$ cat src/rtl/bp_pkg.sv
// Shared types for the branch-resolution controller and its prediction queue.
// Latency: n/a (types, constants and pure combinational helpers only).
// Backpressure: n/a.
//
// Contents:
//   ADDR_W       - PC / target width
//   PC_STEP      - fall-through increment for a not-taken branch
//   state_t      - controller FSM states
//   pred_entry_t - one queued fetch prediction {pc, taken, target}
//   fallthru_or_target / is_mispredict - helpers for the resolve compare
package bp_pkg;

    localparam int ADDR_W = 32;
    localparam logic [ADDR_W-1:0] PC_STEP = ADDR_W'(4);

    typedef enum logic [1:0] {
        IDLE    = 2'd0,   // queue empty
        TRACK   = 2'd1,   // queue holds outstanding predictions
        RECOVER = 2'd2    // cycle after a flush; wrong-path fetch ignored
    } state_t;

    typedef struct packed {
        logic [ADDR_W-1:0] pc;
        logic              taken;
        logic [ADDR_W-1:0] target;
    } pred_entry_t;

    // Correct next fetch PC for a resolved branch. The add wraps modulo
    // 2^ADDR_W, so a not-taken branch at the top of memory falls through to 0.
    function automatic logic [ADDR_W-1:0] fallthru_or_target(
        input logic              taken,
        input logic [ADDR_W-1:0] pc,
        input logic [ADDR_W-1:0] target
    );
        return taken ? target : (pc + PC_STEP);
    endfunction

    // A predicted branch is wrong if the direction differs, or if both say
    // taken but the targets disagree. The target of a not-taken prediction
    // carries no meaning and is never compared.
    function automatic logic is_mispredict(
        input pred_entry_t       pred,
        input logic              act_taken,
        input logic [ADDR_W-1:0] act_target
    );
        return (pred.taken != act_taken) ||
               (pred.taken && act_taken && (pred.target != act_target));
    endfunction

endpackage

$ cat src/rtl/pred_fifo.sv
// In-order circular queue of fetch predictions awaiting resolution.
// Latency: head is combinational from storage; push/pop/clear take effect at the next edge.
// Backpressure: none internally; caller must not push when full unless popping in the same cycle.
//
// Ports:
//   CLK, RESET         - clock, async active-low reset
//   push, wr_entry     - append wr_entry at the tail
//   pop                - drop the head entry
//   clear              - empty the queue; wins over push and pop
//   head               - oldest entry (undefined while empty)
//   count, full, empty - occupancy, decoded from the registered count
module pred_fifo
    import bp_pkg::*;
#(
    parameter int DEPTH = 4
) (
    input  logic                     CLK,
    input  logic                     RESET,
    input  logic                     push,
    input  logic                     pop,
    input  logic                     clear,
    input  pred_entry_t              wr_entry,
    output pred_entry_t              head,
    output logic [$clog2(DEPTH):0]   count,
    output logic                     full,
    output logic                     empty
);

    localparam int PTR_W = $clog2(DEPTH);
    localparam int CNT_W = PTR_W + 1;

    pred_entry_t       mem [DEPTH];
    logic [PTR_W-1:0]  rd_ptr;
    logic [PTR_W-1:0]  wr_ptr;

    // Pointers are exactly log2(DEPTH) bits, so they wrap naturally; the
    // extra count bit distinguishes full from empty when rd_ptr == wr_ptr.
    always_ff @(posedge CLK or negedge RESET) begin
        if (!RESET) begin
            rd_ptr <= '0;
            wr_ptr <= '0;
            count  <= '0;
        end else if (clear) begin
            rd_ptr <= '0;
            wr_ptr <= '0;
            count  <= '0;
        end else begin
            if (push) begin
                wr_ptr <= wr_ptr + 1'b1;
            end
            if (pop) begin
                rd_ptr <= rd_ptr + 1'b1;
            end
            case ({push, pop})
                2'b10:   count <= count + 1'b1;
                2'b01:   count <= count - 1'b1;
                default: count <= count;
            endcase
        end
    end

    // Storage needs no reset: an entry is only ever read after being written.
    // A push and pop on a full queue write the slot being read this cycle;
    // the read sees the old value because the write lands at the edge.
    always_ff @(posedge CLK) begin
        if (push && !clear) begin
            mem[wr_ptr] <= wr_entry;
        end
    end

    assign head  = mem[rd_ptr];
    assign full  = (count == CNT_W'(DEPTH));
    assign empty = (count == '0);

endmodule

$ cat src/rtl/branch_resolve_ctrl.sv
// Matches MEM-stage branch outcomes against queued fetch predictions; drives flush/redirect and predictor training.
// Latency: Flush/Redirect_pc/Upd_* are registered, one cycle after Resolve_valid, one-cycle pulses.
// Backpressure: Stall_fetch while the queue is full; an unpopped push into a full queue is dropped and sets Overflow.
//
// Ports:
//   CLK, RESET                                - clock, async active-low reset
//   Pred_valid/_pc/_taken/_target             - prediction issued at fetch
//   Resolve_valid/_pc/_taken/_target          - actual outcome from MEM
//   Stall_fetch                               - queue full, fetch must hold
//   Flush, Redirect_pc                        - squash younger work and refetch
//   Upd_valid/_pc/_taken/_target/_mispredict  - training update, one per resolve
//   Branch_count, Mispredict_count            - saturating perf counters
//   Overflow                                  - sticky dropped-push flag
module branch_resolve_ctrl
    import bp_pkg::*;
#(
    parameter int DEPTH = 4,
    parameter int CNT_W = 32
) (
    input  logic              CLK,
    input  logic              RESET,
    input  logic              Pred_valid,
    input  logic [31:0]       Pred_pc,
    input  logic              Pred_taken,
    input  logic [31:0]       Pred_target,
    input  logic              Resolve_valid,
    input  logic [31:0]       Resolve_pc,
    input  logic              Resolve_taken,
    input  logic [31:0]       Resolve_target,
    output logic              Stall_fetch,
    output logic              Flush,
    output logic [31:0]       Redirect_pc,
    output logic              Upd_valid,
    output logic [31:0]       Upd_pc,
    output logic              Upd_taken,
    output logic [31:0]       Upd_target,
    output logic              Upd_mispredict,
    output logic [CNT_W-1:0]  Branch_count,
    output logic [CNT_W-1:0]  Mispredict_count,
    output logic              Overflow
);

    localparam int QCNT_W = $clog2(DEPTH) + 1;

    state_t              state_q;
    state_t              state_d;

    pred_entry_t         wr_entry;
    pred_entry_t         head;
    logic [QCNT_W-1:0]   q_count;
    logic                q_full;
    logic                q_empty;

    logic                head_match;
    logic                mispredict;
    logic                pop;
    logic                push_req;
    logic                push_acc;
    logic                push_drop;
    logic [ADDR_W-1:0]   redirect_d;

    // ------------------------------------------------------------------
    // Prediction queue
    // ------------------------------------------------------------------
    always_comb begin
        wr_entry        = '0;
        wr_entry.pc     = Pred_pc;
        wr_entry.taken  = Pred_taken;
        wr_entry.target = Pred_target;
    end

    pred_fifo #(
        .DEPTH (DEPTH)
    ) u_pred_fifo (
        .CLK      (CLK),
        .RESET    (RESET),
        .push     (push_acc),
        .pop      (pop),
        .clear    (mispredict),
        .wr_entry (wr_entry),
        .head     (head),
        .count    (q_count),
        .full     (q_full),
        .empty    (q_empty)
    );

    // ------------------------------------------------------------------
    // Resolve compare
    // ------------------------------------------------------------------
    // Only the head can match: predictions and resolutions are both in
    // program order. A resolve that misses the head belongs to a branch
    // fetch never predicted, which behaved as not-taken at fetch.
    assign head_match = !q_empty && (head.pc == Resolve_pc);
    assign pop        = Resolve_valid && head_match;

    always_comb begin
        mispredict = 1'b0;
        if (Resolve_valid) begin
            if (head_match) begin
                mispredict = is_mispredict(head, Resolve_taken, Resolve_target);
            end else begin
                mispredict = Resolve_taken;
            end
        end
    end

    assign redirect_d = fallthru_or_target(Resolve_taken, Resolve_pc, Resolve_target);

    // ------------------------------------------------------------------
    // Push qualification
    // ------------------------------------------------------------------
    // During the flush cycle fetch is still on the wrong path, and a push
    // racing a mispredict is younger than the mispredicted branch, so both
    // are discarded. A push into a full queue is still taken when the head
    // pops in the same cycle.
    assign push_req  = Pred_valid && (state_q != RECOVER) && !Flush && !mispredict;
    assign push_acc  = push_req && (!q_full || pop);
    assign push_drop = push_req && q_full && !pop;

    // ------------------------------------------------------------------
    // Controller FSM
    // ------------------------------------------------------------------
    always_ff @(posedge CLK or negedge RESET) begin
        if (!RESET) begin
            state_q <= IDLE;
        end else begin
            state_q <= state_d;
        end
    end

    always_comb begin
        state_d = state_q;
        case (state_q)
            IDLE: begin
                if (push_acc) begin
                    state_d = TRACK;
                end
            end
            TRACK: begin
                if (pop && !push_acc && (q_count == QCNT_W'(1))) begin
                    state_d = IDLE;
                end
            end
            RECOVER: begin
                state_d = IDLE;
            end
            default: begin
                state_d = IDLE;
            end
        endcase
        // A mispredict overrides everything, including a re-flush while
        // already recovering.
        if (mispredict) begin
            state_d = RECOVER;
        end
    end

    // ------------------------------------------------------------------
    // Registered outputs and counters
    // ------------------------------------------------------------------
    always_ff @(posedge CLK or negedge RESET) begin
        if (!RESET) begin
            Flush            <= 1'b0;
            Redirect_pc      <= '0;
            Upd_valid        <= 1'b0;
            Upd_pc           <= '0;
            Upd_taken        <= 1'b0;
            Upd_target       <= '0;
            Upd_mispredict   <= 1'b0;
            Branch_count     <= '0;
            Mispredict_count <= '0;
            Overflow         <= 1'b0;
        end else begin
            Flush          <= mispredict;
            Upd_valid      <= Resolve_valid;
            Upd_mispredict <= mispredict;

            // Data fields hold between pulses; consumers qualify them with
            // Flush / Upd_valid.
            if (Resolve_valid) begin
                Redirect_pc <= redirect_d;
                Upd_pc      <= Resolve_pc;
                Upd_taken   <= Resolve_taken;
                Upd_target  <= Resolve_target;
            end

            if (Resolve_valid && (Branch_count != '1)) begin
                Branch_count <= Branch_count + 1'b1;
            end
            if (mispredict && (Mispredict_count != '1)) begin
                Mispredict_count <= Mispredict_count + 1'b1;
            end

            if (push_drop) begin
                Overflow <= 1'b1;
            end
        end
    end

    // Decoded from the registered count, so it rises the cycle after the
    // filling push.
    assign Stall_fetch = q_full;

endmodule

$ cat config.mk
export PLATFORM = sky130hd
export DESIGN_NAME = branch_resolve_ctrl
export DESIGN_NICKNAME = d
export VERILOG_FILES = /design/src/rtl/bp_pkg.sv /design/src/rtl/pred_fifo.sv /design/src/rtl/branch_resolve_ctrl.sv
export SDC_FILE = /design/constraint.sdc
export NUM_CORES = 1
export LEC_CHECK = 0
export CORE_UTILIZATION = 35
export DETAILED_ROUTE_END_ITERATION = 8
export PLACE_DENSITY = 0.57
export REMOVE_ABC_BUFFERS = 1
export SLEW_MARGIN = 20
export SYNTH_ARGS = -nofsm -noshare
export SYNTH_HDL_FRONTEND = slang
export SYNTH_SLANG_ARGS = --single-unit
$ cat constraint.sdc
create_clock -name CLK -period 7 [get_ports CLK]
set_input_delay 1.75 -clock CLK [delete_from_list [all_inputs] [get_ports CLK]]
set_output_delay 1.75 -clock CLK [all_outputs]
set_load 0.1 [all_outputs]
==> flow_metrics.py <==
metrics = {
    "critical_path": {
        "crit_start": "u_pred_fifo.rd_ptr[0]",
        "path_buf_inv": 2,
        "rr_startpoint": "u_pred_fifo.rd_ptr[0]",
        "crit_family": "simple AND/OR/NAND/NOR gates",
        "end_kind": "flip-flop",
        "cp_max_fo": 51,
        "reg2reg_to": "u_pred_fifo.mem[2][30]",
        "critPathRequiredTime_ns": 7.29,
        "crit_type": "reg -> reg",
        "critPathArrivalTime_ns": 5.84,
        "slowest_delay_ns": 1.05,
        "crit_end": "u_pred_fifo.mem[2][30]",
        "slowest_stage": "dfrtp_4",
        "cp-start-kind": "flip-flop",
        "reg2reg_setup_slack_ns": 1.45,
        "cp_cell_sequence": "buf_4 -> mux4_2 -> xnor2_1 -> o211ai_1 -> nor3_1 -> nand4_1 -> nor4_1 -> o21ai_1 -> nor2_1 -> and2_4 -> buf_12",
        "reg2reg_depth": 11,
        "cp.depth": 11,
    },
    "cells_and_area": {
        "fin_cells": 2233,
        "multiInputGateArea_um2": 5930,
        "synthToLayoutAreaGrowth_pct": 29.6,
        "nets": 1657,
        "final_common_cell": "clkdlybuf4s50_1",
        "regArea_um2": 12100,
        "drive_gt1_share_pct": 17.0,
        "nFillCells": 4568,
        "most-common-layout-cells": "clkdlybuf4s50_1, edfxtp_1, dfrtp_1, xnor2_1, mux2_2",
    },
    "logic_synthesis": {
        "synth_cell_types": 59,
        "synth-edff-count": 260,
        "synthFlopType": "edfxtp_1",
        "synthArstFlopShare_pct": 40.0,
        "yosys_warnings": 0,
        "synthCells": 1196,
        "seq_area_frac_synth_pct": 65.8,
        "syn_area_per_cell_um2": 15.4,
        "synth_seq_cells": 433,
        "synthesis.area_um2": 18400,
    },
    "clock_tree": {
        "clk_pin_slew_worst_paths_ns": 0.06,
        "ctsHtreeMaxLevel": 2,
        "insertion_delay_ns": 0.61,
        "clockRootBuffer": "clkbuf_16",
        "cts.repair.resized": 0,
        "cts_sinks": 433,
        "postCtsSetupBuffers": 0,
        "cts_hold_buf": 0,
        "cts_tree": "yes",
        "ctsLongestPathBuffers": 3,
        "numCtsBuffers": 48,
    },
    "grt": {
        "grt_pass1_wl_mm": 72.8,
        "grt_usage_pct": 18.2,
        "grt_pass1_vias": 11700,
        "antenna_found_initial": 7,
        "overflow": 0,
        "grt_max_degree": 98,
    },
    "timing": {
        "clock_skew_ns": 0.0503,
        "setup_viol": 0,
        "worst_pin_slew_ns": 1.09,
        "period_minus_slack_ns": 5.55,
        "max_freq_mhz": 180,
        "slew_headroom_pct": 27.1,
        "hold_viol_final": 0,
        "finalSetupTns_ns": 0,
        "finalMaxSlewViolations": 0,
        "rsz0062_at_grt": "no",
        "timing.final.crit_share_pct": 79.3,
        "setup_ws_ns": 1.45,
    },
    "power": {
        "vdd_drop_max_v": 0.000199,
        "power_density_nw_per_um2": 311,
        "p_leak_uw": 0.00848,
    },
    "detailed_routing": {
        "dr.pass1.iters": 5,
        "drtIter0Drc": 802,
        "via_count": 11300,
        "ant_nets": 0,
        "detail_route.wl_per_cell_um": 21.9,
        "via_per_inst": 5.04,
        "finalWirelength_mm": 48.9,
        "drc": 0,
    },
    "placed_design": {
        "portBuffers": 299,
        "place_ws_ns": 0.978,
        "place_inst": 2141,
        "gp_congestion": 0.879,
        "hpwl_mm": 34.1,
    },
    "status": {
        "status": "completed",
    },
    "floorplan": {
        "coreArea_um2": 51700,
        "fp.dieH_um": 232,
        "start_util_pct": 35.7,
        "die_w_um": 232,
        "num_rows": 83,
        "dieArea_um2": 53600,
        "ioPinCount": 300,
    },
    "hold_path": {
        "hold_path_class": "reg -> reg",
    },
    "run": {
        "cap_viol_max_count": 0,
    },
}
[cells in the mapped netlist (17+ instances only)]
| library cell | number | area, µm² |
|---|---|---|
| nand3_1 | 36 | 180 |
| o21ai_0 | 30 | 150 |
| mux2i_1 | 32 | 320 |
| nor2_1 | 32 | 120 |
| nand2_1 | 78 | 293 |
| mux4_2 | 54 | 1220 |
| inv_1 | 27 | 101 |
| mux2_2 | 95 | 1070 |
| dfrtp_1 | 173 | 4330 |
| and3_1 | 17 | 106 |
| edfxtp_1 | 260 | 7810 |
| clkbuf_1 | 26 | 97.6 |
| nand4_1 | 42 | 263 |
| xnor2_1 | 108 | 946 |
| xor2_1 | 37 | 324 |
[report_power, final]
part	total (µW)	internal [µW]	switching (µW)	leakage [µW]
clock network	2690	1620	1070	0.000816
registers	3100	2980	125	0.00450
logic	1650	467	1180	0.00316
total	7440	5060	2380	0.00848
[state kept, by name, indices dropped and copies added (netlist names)]
name                cells
Upd_pc                 32
Upd_taken               1
Upd_valid               1
u_pred_fifo.mem       260
u_pred_fifo.wr_ptr      2
u_pred_fifo.count       3
Upd_mispredict          1
u_pred_fifo.rd_ptr      2
Redirect_pc            32
Upd_target             32
Mispredict_count       32
state_q                 2
Overflow                1
Branch_count           32
[worst register-to-register path: stages, from the launching register on]
cell	delay, ns
dfrtp_4	1.05
buf_4	0.48
mux4_2	0.60
xnor2_1	0.16
o211ai_1	0.11
nor3_1	0.32
nand4_1	0.28
nor4_1	0.72
o21ai_1	0.32
nor2_1	0.28
and2_4	0.58
buf_12	0.31
[logic make-up (layout without fill, tap and decap cells)]
family,Yosys count,in the layout,share of synthesized area [%]
other,0,2,0
buffers and inverters,80,435,2.10
AOI/OAI and AO/OA,77,77,2.80
DFF,433,433,65.8
and+or+nand+nor,267,267,7.41
adders and majority gates,12,12,0.814
muxes,182,182,14.2
xor gates and xnor gates,145,145,6.89
[metal layers]
| metal | share of wire [%] | track usage, % | vias up |
|---|---|---|---|
| li1 | - | - | 5141 |
| met1 | 44 | 24.1 | 5669 |
| met2 | 46 | 28.6 | 365 |
| met3 | 7.3 | 5.35 | 81 |
| met4 | 2.7 | 5.57 | 8 |
| met5 | 0.11 | 0 | - |
[metrics by stage]
stage          power (µW)  hold WS [ns]  area, µm²  utilization (%)
2_1_floorplan        4250         0.431      18200                -
3_3_place_gp         4800         0.457      22200             42.9
3_5_place_dp         4810         0.445      22200             42.9
4_1_cts              7520         0.458      23900             46.2
5_1_grt              7710         0.481      23900             46.2
6_report             7440         0.457      23900             46.2
[worst min path at each step]
stage	slack, ns	from	end	cells after the start
final	0.46	state_q[1]	state_q[0]	1
after global routing	0.48	state_q[1]	state_q[0]	1
after CTS	0.46	state_q[1]	state_q[0]	1
after detailed placement	0.45	state_q[1]	state_q[0]	1
after global placement	0.46	state_q[1]	state_q[0]	1
after floorplan	0.43	state_q[1]	state_q[0]	1
[final cells by class]
class	count	share of cell area, %
antenna	2	0.0209
clock buffer	56	5.19
clock inverter	34	1.89
inverter	28	0.440
multi-input combinational	683	24.8
sequential	433	50.8
tap	680	3.56
timing repair buffer	317	13.3
(Power assumes the default switching activity.)
